$ cat config.mk
export PLATFORM = sky130hd
export DESIGN_NAME = accel_sequencer
export DESIGN_NICKNAME = d
export VERILOG_FILES = /design/src/rtl/accel_pkg.sv /design/src/rtl/valid_pipe.sv /design/src/rtl/accel_sequencer.sv
export SDC_FILE = /design/constraint.sdc
export NUM_CORES = 1
export LEC_CHECK = 0
export BUFFER_PORTS_ARGS = -buffer_cell sky130_fd_sc_hd__buf_2
export CORE_ASPECT_RATIO = 0.8
export CORE_MARGIN = 1.5
export CORE_UTILIZATION = 43
export CTS_CLUSTER_DIAMETER = 100
export DETAILED_ROUTE_END_ITERATION = 7
export PLACE_DENSITY = 0.86
export SETUP_SLACK_MARGIN = 0.4
export SLEW_MARGIN = 5
export SYNTH_ARGS = -nofsm -noshare
export SYNTH_HDL_FRONTEND = slang
export SYNTH_SLANG_ARGS = --single-unit
export TNS_END_PERCENT = 20
$ cat constraint.sdc
create_clock -name clk -period 3.3 [get_ports clk]
set_clock_uncertainty 0.2 [all_clocks]
set_input_delay 0.825 -clock clk [delete_from_list [all_inputs] [get_ports clk]]
set_output_delay 0.825 -clock clk [all_outputs]
set_load 0.01 [all_outputs]
$ cat src/rtl/accel_pkg.sv
// ---------------------------------------------------------------------------
// accel_pkg
// Shared constants and types for the 4x4 matrix accelerator front end.
//   N        array dimension (weight rows per job, lanes per vector)
//   DW       activation / weight lane width
//   ACC_W    result lane width
//   RES_LAT  cycles from activation on acc_activation to its row on acc_result
//   CNT_W    width of num_vec and the job counters
// ---------------------------------------------------------------------------
package accel_pkg;

    localparam int N       = 4;
    localparam int DW      = 8;
    localparam int ACC_W   = 24;
    localparam int RES_LAT = 7;
    localparam int CNT_W   = 16;

    localparam int ACT_W   = N * DW;
    localparam int RES_W   = N * ACC_W;

    typedef enum logic [2:0] {
        IDLE    = 3'd0,
        LOAD_W  = 3'd1,
        COMPUTE = 3'd2,
        DRAIN   = 3'd3,
        DONE    = 3'd4
    } seq_state_t;

endpackage

$ cat src/rtl/valid_pipe.sv
// ---------------------------------------------------------------------------
// valid_pipe
// DEPTH-deep single-bit shift register that follows the accelerator latency,
// marking which result rows belong to real vectors and which are bubbles.
// Ports:
//   clk    in   clock
//   rst    in   asynchronous active-low reset
//   din    in   1 = a real vector enters the array this cycle
//   dout   out  oldest bit; its result row is on acc_result this cycle
//   empty  out  no real vector in flight
// ---------------------------------------------------------------------------
module valid_pipe #(
    parameter int DEPTH = 7
) (
    input  logic clk,
    input  logic rst,
    input  logic din,
    output logic dout,
    output logic empty
);

    logic [DEPTH-1:0] pipe_q;
    logic [DEPTH-1:0] pipe_d;

    always_comb begin
        pipe_d = (pipe_q << 1) | DEPTH'(din);
    end

    always_ff @(posedge clk or negedge rst) begin
        if (!rst) begin
            pipe_q <= '0;
        end else begin
            pipe_q <= pipe_d;
        end
    end

    assign dout  = pipe_q[DEPTH-1];
    assign empty = (pipe_q == '0);

endmodule

$ cat src/rtl/accel_sequencer.sv
// ---------------------------------------------------------------------------
// accel_sequencer
// Front-end controller for the 4x4 matrix accelerator: loads N weight rows,
// streams num_vec activation vectors (inserting zero bubbles when the host is
// late, since the array cannot stall) and tags result rows as valid.
//
// Optional build macro: SEQ_PERF_CNT_EN adds stall_cycles / job_cycles.
//
// Ports:
//   clk, rst            clock, asynchronous active-low reset
//   start, num_vec      job request (sampled in IDLE only) and vector count
//   busy, done          job in progress, one-cycle end-of-job pulse
//   w_data/valid/ready  weight row stream
//   a_data/valid/ready  activation vector stream
//   acc_load_weight     accelerator load_weight
//   acc_activation      accelerator activation_in (weights during LOAD_W)
//   acc_result          accelerator result_out
//   res_data/res_valid  registered result row, no backpressure
//   stall_cycles        (SEQ_PERF_CNT_EN) COMPUTE cycles starved of input
//   job_cycles          (SEQ_PERF_CNT_EN) cycles with busy high
//
// state   | meaning
// IDLE    | waiting for start
// LOAD_W  | accepting N weight rows into the array
// COMPUTE | feeding activation vectors, bubbles when none available
// DRAIN   | waiting for in-flight results to leave the array
// DONE    | one-cycle done pulse, busy drops on exit
// ---------------------------------------------------------------------------
module accel_sequencer
    import accel_pkg::*;
(
    input  logic             clk,
    input  logic             rst,
    input  logic             start,
    input  logic [CNT_W-1:0] num_vec,
    output logic             busy,
    output logic             done,
`ifdef SEQ_PERF_CNT_EN
    output logic [CNT_W-1:0] stall_cycles,
    output logic [CNT_W-1:0] job_cycles,
`endif
    input  logic [ACT_W-1:0] w_data,
    input  logic             w_valid,
    output logic             w_ready,
    input  logic [ACT_W-1:0] a_data,
    input  logic             a_valid,
    output logic             a_ready,
    output logic             acc_load_weight,
    output logic [ACT_W-1:0] acc_activation,
    input  logic [RES_W-1:0] acc_result,
    output logic [RES_W-1:0] res_data,
    output logic             res_valid
);

    localparam int WCNT_W = $clog2(N + 1);

    seq_state_t       state_q,     state_d;
    logic             busy_q,      busy_d;
    logic [CNT_W-1:0] num_vec_q,   num_vec_d;
    logic [CNT_W-1:0] vcnt_q,      vcnt_d;
    logic [WCNT_W-1:0] wcnt_q,     wcnt_d;
    logic             res_valid_q, res_valid_d;
    logic [RES_W-1:0] res_data_q,  res_data_d;

    logic             w_acc;
    logic             a_rdy;
    logic             a_acc;
    logic [ACT_W-1:0] act;
    logic             pipe_out;
    logic             pipe_empty;

    always_comb begin
        state_d     = state_q;
        busy_d      = busy_q;
        num_vec_d   = num_vec_q;
        vcnt_d      = vcnt_q;
        wcnt_d      = wcnt_q;

        w_acc = (state_q == LOAD_W) && w_valid;
        a_rdy = (state_q == COMPUTE) && (vcnt_q < num_vec_q);
        a_acc = a_rdy && a_valid;

        // Anything not accepted this cycle becomes a zero bubble.
        if (w_acc) begin
            act = w_data;
        end else if (a_acc) begin
            act = a_data;
        end else begin
            act = '0;
        end

        case (state_q)
            IDLE: begin
                if (start) begin
                    num_vec_d = num_vec;
                    vcnt_d    = '0;
                    wcnt_d    = '0;
                    busy_d    = 1'b1;
                    state_d   = LOAD_W;
                end
            end
            LOAD_W: begin
                if (w_acc) begin
                    wcnt_d = wcnt_q + WCNT_W'(1);
                    if (wcnt_q == WCNT_W'(N - 1)) begin
                        state_d = (num_vec_q != '0) ? COMPUTE : DONE;
                    end
                end
            end
            COMPUTE: begin
                // a_rdy guarantees num_vec_q > vcnt_q, so the subtraction
                // cannot underflow and vcnt never wraps.
                if (a_acc) begin
                    vcnt_d = vcnt_q + CNT_W'(1);
                    if (vcnt_q == num_vec_q - CNT_W'(1)) begin
                        state_d = DRAIN;
                    end
                end
            end
            DRAIN: begin
                if (pipe_empty && !res_valid_q) begin
                    state_d = DONE;
                end
            end
            DONE: begin
                busy_d  = 1'b0;
                state_d = IDLE;
            end
            default: begin
                busy_d  = 1'b0;
                state_d = IDLE;
            end
        endcase

        res_valid_d = pipe_out;
        res_data_d  = pipe_out ? acc_result : res_data_q;
    end

    always_ff @(posedge clk or negedge rst) begin
        if (!rst) begin
            state_q     <= IDLE;
            busy_q      <= 1'b0;
            num_vec_q   <= '0;
            vcnt_q      <= '0;
            wcnt_q      <= '0;
            res_valid_q <= 1'b0;
            res_data_q  <= '0;
        end else begin
            state_q     <= state_d;
            busy_q      <= busy_d;
            num_vec_q   <= num_vec_d;
            vcnt_q      <= vcnt_d;
            wcnt_q      <= wcnt_d;
            res_valid_q <= res_valid_d;
            res_data_q  <= res_data_d;
        end
    end

    valid_pipe #(
        .DEPTH (RES_LAT)
    ) u_valid_pipe (
        .clk   (clk),
        .rst   (rst),
        .din   (a_acc),
        .dout  (pipe_out),
        .empty (pipe_empty)
    );

`ifdef SEQ_PERF_CNT_EN
    logic [CNT_W-1:0] stall_q, stall_d;
    logic [CNT_W-1:0] job_q,   job_d;

    always_comb begin
        stall_d = stall_q;
        job_d   = job_q;
        if ((state_q == IDLE) && start) begin
            stall_d = '0;
            job_d   = '0;
        end else begin
            if (busy_q && (job_q != '1)) begin
                job_d = job_q + CNT_W'(1);
            end
            if (a_rdy && !a_valid && (stall_q != '1)) begin
                stall_d = stall_q + CNT_W'(1);
            end
        end
    end

    always_ff @(posedge clk or negedge rst) begin
        if (!rst) begin
            stall_q <= '0;
            job_q   <= '0;
        end else begin
            stall_q <= stall_d;
            job_q   <= job_d;
        end
    end

    assign stall_cycles = stall_q;
    assign job_cycles   = job_q;
`endif

    assign busy            = busy_q;
    assign done            = (state_q == DONE);
    assign w_ready         = (state_q == LOAD_W);
    assign a_ready         = a_rdy;
    assign acc_load_weight = w_acc;
    assign acc_activation  = act;
    assign res_data        = res_data_q;
    assign res_valid       = res_valid_q;

endmodule

==> impl_results.md <==
* Synthesized-area fraction occupied by ao, oa, aoi and oai cells at 11.5%
* Boundary pin count at 315
* Unrepaired setup endpoints after global routing: yes
* Mean Syn Cell Area at 12.0 um^2
* Endpoint class of the critical path: primary output
* Final Total Pwr at 8.34 mW
* Mean routed wirelength per cell at 17.1 um
* Failing checks: setup timing
* Leftover overflow at the end of global routing at 0
* First-pass GRT wire length at 29000 um
* Post-detailed-routing wire length at 19700 um
* Multiplexer share of the synthesized area at 15.9%
* Later-pin clock latency in the skew report at 0.42 ns
* Instance count of the mapped netlist at 571
* Max-slew headroom at the worst pin at 55.2%
* Internal power component at 5.30 mW
* Area of the core at 15700 um^2
* Endpoint required time on the critical path at 2.27 ns
* Total standard cell area after synthesis at 6860 um^2
* Fraction of layout instances using a drive strength above 1 at 56.6%
* Final setup slack of the worst path at -0.414 ns
* Final clock period utilization by the worst path at 113%
* Post-route non-filler standard cell count at 1155
* Die outline height at 116 um
* Type of element launching the critical path: flop
* Area Growth Syn to Fin at 42.9%
* Placer Congestion at 0.912
* Number of max-slew violations in the final report at 0
* Initial DRT Pass Iterations at 5
* Simple-Gate Fraction of Synth Area at 10.1%
* Final Util at 62.4%
* Top-count cell post-synth: dfrtp_1
* Synth warnings at 0
* Transition time at the pin with the least slew margin at 0.667 ns
* Ys async rst share at 100%
* Primary FF master, synth: dfrtp_1
* Number of buffers on the longest clock path at 2
* Number of sinks driven by the clock tree at 143
* Data arrival time at the worst-slack endpoint at 2.69 ns
* Proportion of total power due to net switching at 36.5%
* Power spent charging and discharging nets at 3.05 mW
* Maximum VDD drop at 0.000476 V
* Number of nets with antenna violations after detailed routing at 0
* Antenna violations before repair at 2
* Placed cell count at 1108
* Maxcap violations at 0
* Post-synthesis sequential element count at 143
* Number of design-rule violations left by the first detailed-router iteration at 460
* Via count at 6048
* Arithmetic-cell share of the synthesized area counting full adders, half adders and majority gates at 3.83%
* Hold Violations, Final at 0
* Overall Global Routing Usage at 22.9%
* Vias in the first global route at 5676
* Path category of the worst min-delay check: input port to asynchronous set/reset pin
* Clock slew at reported path FFs at 0.06 ns
* Portion of synthesized cell area occupied by the leading cell type at 52.2%
* Setup Viol. Count Final at 33
* Clock network fraction of design power at 22.3%
* Leakage Power at 4.88 nW
* Distinct cell type count of the synthesized netlist at 54
* Result of the run: finished, violations left
* Total of buffers placed on input and output ports at 314
* Post-synthesis net count at 773
* Synth area leaders: dfrtp_1, mux2_2, a22o_1
* Number of DRC violations after detailed routing at 0
* Critical path type: flop to primary output
* Areal power density over the cells at 851 nW/um^2
* Initial core utilization at 43.7%
* Number of nets in the finished design at 1127
* Number of vias per cell at 5.24
* CTS H-Tree Depth at 4
* Root buf cell: clkbuf_16
* Number of synthesized flops with an enable pin at 0
* Rows at 41
* Die width at 144 um
* Placed wire-length estimate at 14100 um
* Clock tree from TritonCTS: done
* Largest family of logic cells by synthesized area: multiplexers
* Top fanout value on the critical path at 8
* Die footprint at 16700 um^2
* Number of hold buffers added after cts at 0
* Part of the total power dissipated in combinational logic at 43.2%
* Final critical-path required period at 3.71 ns
* CTS buffer count at 17
* Maximum clock frequency at 269 MHz
* Sequential cell area fraction in the yosys report at 52.2%
* Xor-xnor portion of the synthesized cell area at 3.06%
* Maximum number of pins on one net before global-route repair at 56
* Cell type with the highest aggregate area in the netlist: dfrtp_1
* Count of fill cells added during filler insertion at 1244
* Post-synth top cells: dfrtp_1, mux2_2, nand2_1
* Sequential power share at 34.4%
==> per-stage QoR <==
| step | hold WS, ns | TNS [ns] | area (um^2) | setup WS [ns] |
|---|---|---|---|---|
| final | 0.174 | -12.82 | 9800 | -0.414 |
| after CTS | 0.179 | -11.20 | 9710 | -0.370 |
| after global routing | 0.197 | -15.64 | 9800 | -0.498 |
| after global placement | 0.159 | 0 | 8900 | 0.0921 |
| after floorplan | 0.152 | 0 | 6890 | 0.0477 |
| after detailed placement | 0.162 | 0 | 8900 | 0.0523 |
==> layout make-up <==
class | instances | area, um^2 | share of cell area (%)
sequential | 143 | 3580 | 36.6
multi-input combinational | 371 | 3180 | 32.4
timing repair buffer | 368 | 2090 | 21.4
clock buffer | 18 | 429 | 4.38
tap | 215 | 269 | 2.75
clock inverter | 14 | 146 | 1.49
inverter | 24 | 95.1 | 0.970
antenna | 2 | 5.00 | 0.0511
==> cells in the final DEF (no fill, tap or decap), drive strengths merged, types with 8 or more instances in the layout <==
master	synthesis	final
nand2	36	36
xor2	9	9
dfrtp	143	143
nand4	10	10
nor3	8	8
o21ai	28	28
nor2	8	8
nor4	9	9
a22o	32	32
ha	21	21
buf	6	367
clkbuf	27	19
inv	23	33
mux2	96	96
nand3	12	12
xnor2	15	15
a21oi	18	18
==> repair_timing <==
item                                    CTS  global route
resized for setup                        20            11
setup buffers                             9             2
endpoints found under the setup margin   35            38
cloned                                    1             1
pin swaps                                16            10
==> power groups by stage <==
stage / logic, mW / registers (mW) / clock network [mW]
CTS: 3.53 / 2.87 / 1.91
global placement: 3.24 / 2.85 / 0
detailed placement: 3.32 / 2.91 / 0
floorplan: 1.70 / 3.14 / 0
global route: 3.91 / 2.97 / 1.99
finish: 3.60 / 2.87 / 1.86
==> registers in the layout, indices dropped and copies added (netlist names) <==
signal	cells
vcnt_q	16
u_valid_pipe.pipe_q	7
busy	1
res_data	96
res_valid	1
num_vec_q	16
wcnt_q	3
state_q	3
==> cells by family (layout without fill, tap and decap cells) <==
kind of cell               count (synthesis)  after routing
DFF                                      143            143
and+or+nand+nor                          118            118
AOI/OAI and AO/OA                        111            111
muxes                                     97             97
buffers and inverters                     57            424
xor gates and xnor gates                  24             24
adders and majority gates                 21             21
other                                      0              2
==> worst paths after layout <==
path | start | to | slack (ns) | depth (start not counted)
hold / removal | rst | vcnt_q[11] | 0.17 | 1
min in group clk | u_valid_pipe.pipe_q[2] | u_valid_pipe.pipe_q[3] | 0.18 | 0
setup reg to reg | num_vec_q[1] | vcnt_q[6] | 0.27 | 10
hold reg to reg | u_valid_pipe.pipe_q[2] | u_valid_pipe.pipe_q[3] | 0.18 | 0
max in group asynchronous | rst | res_data[2] | 2.02 | 2
setup / recovery | vcnt_q[1] | acc_activation[23] | -0.41 | 10
==> worst max-delay path, stage by stage (launching register included) <==
cell and delay, ns:
dfrtp_1 0.42, ha_4 0.28, nor2b_4 0.13, o211ai_1 0.16, a2111oi_4 0.41, or3_4 0.22
inv_6 0.04, buf_12 0.12, clkbuf_16 0.15, a22o_1 0.20, buf_2 0.13
==> routing by layer <==
layer,GRT usage [%],vias up,part of all wire (%)
met5,0,-,0
met3,5.79,30,6.5
met1,28.9,2934,43
li1,-,2816,-
met2,37.9,268,49
met4,9.29,0,1.6
(Power assumes the default switching activity.)
